$ cat src/rtl/dec6_rr_arbiter_if.sv
// Request/grant bundle between six requesters and the round-robin arbiter.
//
// Handshake: a requester asks by holding its req bit high and keeps it high
// for as long as it wants ownership. A grant is valid only while gnt_en=1.
// gnt and gnt_idx name the owner. The owner gives the grant back by dropping
// its req bit, and the release takes effect at the next clock edge. The
// arbiter may also revoke the grant on its own; it flags that with a one-cycle
// timeout pulse in the first cycle that has gnt_en=0. gnt_idx holds its last
// value while gnt_en=0, so it must always be qualified with gnt_en.
interface dec6_rr_arbiter_if;
  logic [5:0] req;
  logic       gnt_en;
  logic [2:0] gnt_idx;
  logic [5:0] gnt;
  logic       busy;
  logic       timeout;

  // Arbiter side: samples requests, drives the grant path.
  modport master (
    input  req,
    output gnt_en,
    output gnt_idx,
    output gnt,
    output busy,
    output timeout
  );

  // Requester side: drives requests, observes the grant path.
  modport slave (
    output req,
    input  gnt_en,
    input  gnt_idx,
    input  gnt,
    input  busy,
    input  timeout
  );
endinterface

$ cat src/rtl/dec6_rr_arbiter.sv
// Round-robin arbiter for six requesters with a bounded grant tenure.
// It drives an index/enable pair for a 3-to-6 decoder and also the
// pre-decoded one-hot grant. Every output is registered. There is always one
// dead cycle between grants, and re-arbitration happens only in IDLE.
module dec6_rr_arbiter #(
  parameter int MAX_HOLD = 8
) (
  input  logic              clk,
  input  logic              rst,
  dec6_rr_arbiter_if.master bus,
  output logic              o_dbg_state,
  output logic [2:0]        o_dbg_ptr
);

  // Hold counter width. It is at least 1 bit, including the unlimited case
  // (MAX_HOLD=0).
  localparam int HW = (MAX_HOLD < 1) ? 1 : $clog2(MAX_HOLD + 1);
  localparam logic [HW-1:0] HOLD_LAST = (MAX_HOLD == 0) ? '0 : HW'(MAX_HOLD - 1);

  typedef enum logic {
    S_IDLE  = 1'b0,
    S_GRANT = 1'b1
  } state_t;

  state_t          r_state;
  logic [2:0]      r_ptr;
  logic [HW-1:0]   r_hold_cnt;
  logic            r_gnt_en;
  logic [2:0]      r_gnt_idx;
  logic [5:0]      r_gnt;
  logic            r_timeout;

  logic            w_found;
  logic [2:0]      w_sel_idx;
  logic            w_own_req;
  logic            w_at_limit;
  logic [2:0]      w_next_ptr;

  // Circular priority search: the first request at r_ptr, r_ptr+1, ... mod 6.
  always_comb begin
    logic [3:0] v_cand;
    w_found   = 1'b0;
    w_sel_idx = 3'd0;
    v_cand    = 4'd0;
    for (int k = 0; k < 6; k++) begin
      v_cand = {1'b0, r_ptr} + 4'(k);
      if (v_cand >= 4'd6) begin
        v_cand = v_cand - 4'd6;
      end
      if (!w_found && bus.req[v_cand[2:0]]) begin
        w_found   = 1'b1;
        w_sel_idx = v_cand[2:0];
      end
    end
  end

  // In GRANT, r_gnt is the owner's one-hot code, so masking req with it
  // gives the owner's own request line.
  assign w_own_req  = |(bus.req & r_gnt);
  assign w_at_limit = (MAX_HOLD != 0) && (r_hold_cnt == HOLD_LAST);
  assign w_next_ptr = (r_gnt_idx == 3'd5) ? 3'd0 : r_gnt_idx + 3'd1;

  // Arbitration FSM. All outputs are registered alongside the state.
  always_ff @(posedge clk) begin
    if (rst) begin
      r_state    <= S_IDLE;
      r_ptr      <= 3'd0;
      r_hold_cnt <= '0;
      r_gnt_en   <= 1'b0;
      r_gnt_idx  <= 3'd0;
      r_gnt      <= 6'b000000;
      r_timeout  <= 1'b0;
    end else begin
      r_timeout <= 1'b0;
      case (r_state)
        S_IDLE: begin
          if (w_found) begin
            r_state    <= S_GRANT;
            r_gnt_en   <= 1'b1;
            r_gnt_idx  <= w_sel_idx;
            r_gnt      <= 6'd1 << w_sel_idx;
            r_hold_cnt <= '0;
          end
        end
        S_GRANT: begin
          // A voluntary release always wins over a revoke that is due on
          // the same edge. timeout fires only if the owner still wants the grant.
          if (!w_own_req || w_at_limit) begin
            r_state   <= S_IDLE;
            r_gnt_en  <= 1'b0;
            r_gnt     <= 6'b000000;
            r_ptr     <= w_next_ptr;
            r_timeout <= w_own_req;
          end else begin
            r_hold_cnt <= r_hold_cnt + HW'(1);
          end
        end
        default: begin
          r_state <= S_IDLE;
        end
      endcase
    end
  end

  assign bus.gnt_en  = r_gnt_en;
  assign bus.gnt_idx = r_gnt_idx;
  assign bus.gnt     = r_gnt;
  assign bus.busy    = r_gnt_en;
  assign bus.timeout = r_timeout;

  assign o_dbg_state = r_state;
  assign o_dbg_ptr   = r_ptr;

endmodule
$ cat src/flat_wrapper.sv
// flat-port wrapper written by rule: the top's interface ports become plain ports
module dec6_rr_arbiter_flat 
#(
  parameter int MAX_HOLD = 8
)
  (clk, rst, o_dbg_state, o_dbg_ptr, bus_req, bus_gnt_en, bus_gnt_idx, bus_gnt, bus_busy, bus_timeout);
  dec6_rr_arbiter_if bus_i ();
  input  logic clk;
  input  logic rst;
  output logic o_dbg_state;
  output logic [2:0] o_dbg_ptr;
  input wire logic [$bits(bus_i.req)-1:0] bus_req;
  output wire logic [$bits(bus_i.gnt_en)-1:0] bus_gnt_en;
  output wire logic [$bits(bus_i.gnt_idx)-1:0] bus_gnt_idx;
  output wire logic [$bits(bus_i.gnt)-1:0] bus_gnt;
  output wire logic [$bits(bus_i.busy)-1:0] bus_busy;
  output wire logic [$bits(bus_i.timeout)-1:0] bus_timeout;
  assign bus_i.req = bus_req;
  assign bus_gnt_en = bus_i.gnt_en;
  assign bus_gnt_idx = bus_i.gnt_idx;
  assign bus_gnt = bus_i.gnt;
  assign bus_busy = bus_i.busy;
  assign bus_timeout = bus_i.timeout;
  dec6_rr_arbiter #(.MAX_HOLD(MAX_HOLD)) u_core (.clk(clk), .rst(rst), .bus(bus_i), .o_dbg_state(o_dbg_state), .o_dbg_ptr(o_dbg_ptr));
endmodule
$ cat config.mk
export PLATFORM = sky130hd
export DESIGN_NAME = dec6_rr_arbiter_flat
export DESIGN_NICKNAME = d
export VERILOG_FILES = /design/src/rtl/dec6_rr_arbiter_if.sv /design/src/rtl/dec6_rr_arbiter.sv /design/src/flat_wrapper.sv
export SDC_FILE = /design/constraint.sdc
export NUM_CORES = 1
export LEC_CHECK = 0
export BUFFER_PORTS_ARGS = -buffer_cell sky130_fd_sc_hd__buf_2
export CAP_MARGIN = 25
export CORE_ASPECT_RATIO = 0.9
export CORE_UTILIZATION = 23
export CTS_CLUSTER_SIZE = 30
export DETAILED_ROUTE_END_ITERATION = 10
export HOLD_SLACK_MARGIN = 0.08
export PLACE_DENSITY = 0.44
export SYNTH_ARGS = -nofsm -noshare
export SYNTH_HDL_FRONTEND = slang
export SYNTH_SLANG_ARGS = --single-unit
export TNS_END_PERCENT = 20
$ cat constraint.sdc
create_clock -name clk -period 6.3 [get_ports clk]
set_input_delay 0 -clock clk [delete_from_list [all_inputs] [get_ports clk]]
set_output_delay 0 -clock clk [all_outputs]
set_load 0.05 [all_outputs]
==> metrics <==
worst path cell trace inv_1 > ha_1 > nand4_1 > a22oi_2 > mux2i_1 > mux2_2 > nor3_2 > a21o_1 > nor3b_4 > a32o_1; Post-synth top cells dfxtp_1, nand2_1, nor2_1, a21oi_1, mux2i_1; Critical Path Fanout Max 19; Avg Inst Size Synth 8.72 µm²; r2r setup slk 2.49 ns; syn_nets 212; gr ovfl total 0; Setup TNS 0 ns; CTS Buffer Depth 2; most common cell in the netlist dfxtp_1; clock latency on the worst-skew pair 0.26 ns; Hold Crit Start rst; fin crit share 0.605; number of remaining DRC errors 0; root buffer cell clkbuf_8; Ant. Diodes 0; relative slew slack 0.394; Final Hold Slack 0.135 ns; layout cells sized above 1 0.229; CP max stage cell dfxtp_1; Inst Count DP 299; DRT met1 WL 2180 µm; status finished clean; Sink Count 19; Max Used Layer met4; Worst Max-Slew Pin Slew 0.908 ns; crit end category flip-flop; global-route wire length before repair 6990 µm; synth top area cells dfxtp_1, ha_1, mux2i_1; Final setup viols 0; ys flop type dfxtp_1; die span in x 92.6 µm; register area share after synthesis 0.224; via count of the first global-routing pass 1357; CTS tree done; gpl congestion 0.783; class of the worst hold path in2reg; hpwl dp 3180 µm; Data required, critical path 6.45 ns; Layout Cells excl Fill 303; final net count 228; number of port buffers 23; max incr delay on CP 0.92 ns; final slew viol count 0; Vias per Instance 4.91; reg2reg start u_core.o_dbg_ptr[0]; FF+latch count, synth 19; clock skew 0.00214 ns; vias 1487; Cell Rows 29; Die ar. 7740 µm²; number of max-cap violations 0; Max H-tree Level 1; Total GRT Usage 0.113; final hold vios 0; fmax 262 MHz; DIE HEIGHT 83.6 µm; initial core utilization 0.239; pin count of the biggest net entering global routing 20; hold depth 2; capture point of the worst reg-to-reg path u_core.bus.gnt[1]; Num CTS Buffers 3; I/O pin count 24; drt first pass iters 4; area share of the largest cell type after synthesis 0.224; wire per inst 13.7 µm; critical path type reg2reg; Initial DRC Count 94; number of synthesized flops with an enable pin 0; post-cts sizing count 0; P&R area growth vs syn 11.4%; Distinct cells, synth 62; Clock Pin Slew Worst Setup and Hold Paths 0.07 ns; met2 routed WL 1720 µm; CP arrival 3.96 ns; R2R cell count 10; Core Region 7110 µm²; dominant cell type by area after synthesis dfxtp_1; cts hold-fix bufs 0; Post-Syn Instances 195; asr flop ratio synth 0; final WL 4160 µm; Final ANT Viol Nets 0; initial antenna violation count 0; RSZ-0062 raised after global routing no; Post-Syn Area 1700 µm²; Final Critical Period 3.81 ns; Ys Warns 0; hold path endpoint u_core.o_dbg_ptr[0]; postcts setup bufs 0; Met3 Wirelength 211 µm; type of origin of the critical path flip-flop
## worst max path at each step
stage                             start           endpoint  slack, ns  cells past startpoint
finish              u_core.o_dbg_ptr[0]  u_core.bus.gnt[1]       2.49                     10
global route        u_core.o_dbg_ptr[0]  u_core.bus.gnt[1]       2.15                     10
CTS                 u_core.o_dbg_ptr[0]  u_core.bus.gnt[1]       2.44                     10
detailed placement  u_core.o_dbg_ptr[0]  u_core.bus.gnt[1]       2.47                     10
global placement    u_core.o_dbg_ptr[0]  u_core.bus.gnt[2]       2.54                     10
floorplan           u_core.o_dbg_ptr[0]  u_core.bus.gnt[0]       2.95                     13
## worst max-delay path, delay by kind of cell, from the launching register on
kind | cells | cell delay, ns
AOI/OAI and AO/OA | 3 | 0.94
adders and majority gates | 1 | 0.66
buffers and inverters | 1 | 0.18
and+or+nand+nor | 3 | 0.47
DFF | 1 | 0.92
muxes | 2 | 0.53
## cell type report
class,instances,area (µm²)
fill,816,5220
multi-input combinational,158,1210
sequential,19,380
tap,93,116
timing repair buffer,23,115
clock buffer,4,45.0
inverter,6,22.5
## metal layers
layer  track usage  vias up
met3        0.0191        5
met1         0.168      700
met2         0.166       29
met4        0.0294        0
met5             0        -
li1              -      753
## through the flow
stage           util  cell area, µm²  worst slack [ns]
6_report       0.266            1890              2.49
5_1_grt        0.266            1890              2.15
4_1_cts        0.266            1890              2.44
3_5_place_dp   0.260            1850              2.47
3_3_place_gp   0.260            1850              2.54
2_1_floorplan      -            1700              2.95
## cell families (layout without fill, tap and decap cells)
kind of cell / count (synthesis) / in the layout / synth area share
AND/OR/NAND/NOR: 72 / 72 / 0.241
AO/OA/AOI/OAI: 51 / 51 / 0.241
flip-flops: 19 / 19 / 0.224
multiplexers: 18 / 18 / 0.116
buffers and inverters: 18 / 33 / 0.0618
adder cells (fa/ha/maj): 9 / 9 / 0.0662
XOR/XNOR: 8 / 8 / 0.0500
## registers in the layout, indices dropped and copies added (netlist names)
register,cells
u_core.bus.gnt,6
u_core.bus.timeout,1
u_core.bus.gnt_idx,3
u_core.bus.busy,1
u_core.o_dbg_state,1
u_core.r_hold_cnt,4
u_core.o_dbg_ptr,3
## layout by cell type, fill, tap and decap left out, drive strengths merged, types with 3 or more instances in the layout
cell type | synthesis | final
clkbuf | 3 | 4
nor3 | 12 | 12
nand2b | 4 | 4
nor3b | 5 | 5
nand4 | 3 | 3
a22oi | 3 | 3
and3 | 3 | 3
dfxtp | 19 | 19
nor2 | 12 | 12
nor2b | 3 | 3
a21oi | 13 | 13
xor2 | 4 | 4
and2 | 4 | 4
xnor2 | 4 | 4
a31oi | 3 | 3
a32o | 4 | 4
o21ai | 3 | 3
mux2i | 13 | 13
inv | 6 | 6
a211oi | 5 | 5
ha | 9 | 9
mux2 | 5 | 5
buf | 9 | 23
nand3 | 3 | 3
a211o | 3 | 3
nand2 | 17 | 17
Power is not shown: default switching activity piles up to over one toggle a cycle in this logic, so the estimate is an artifact.
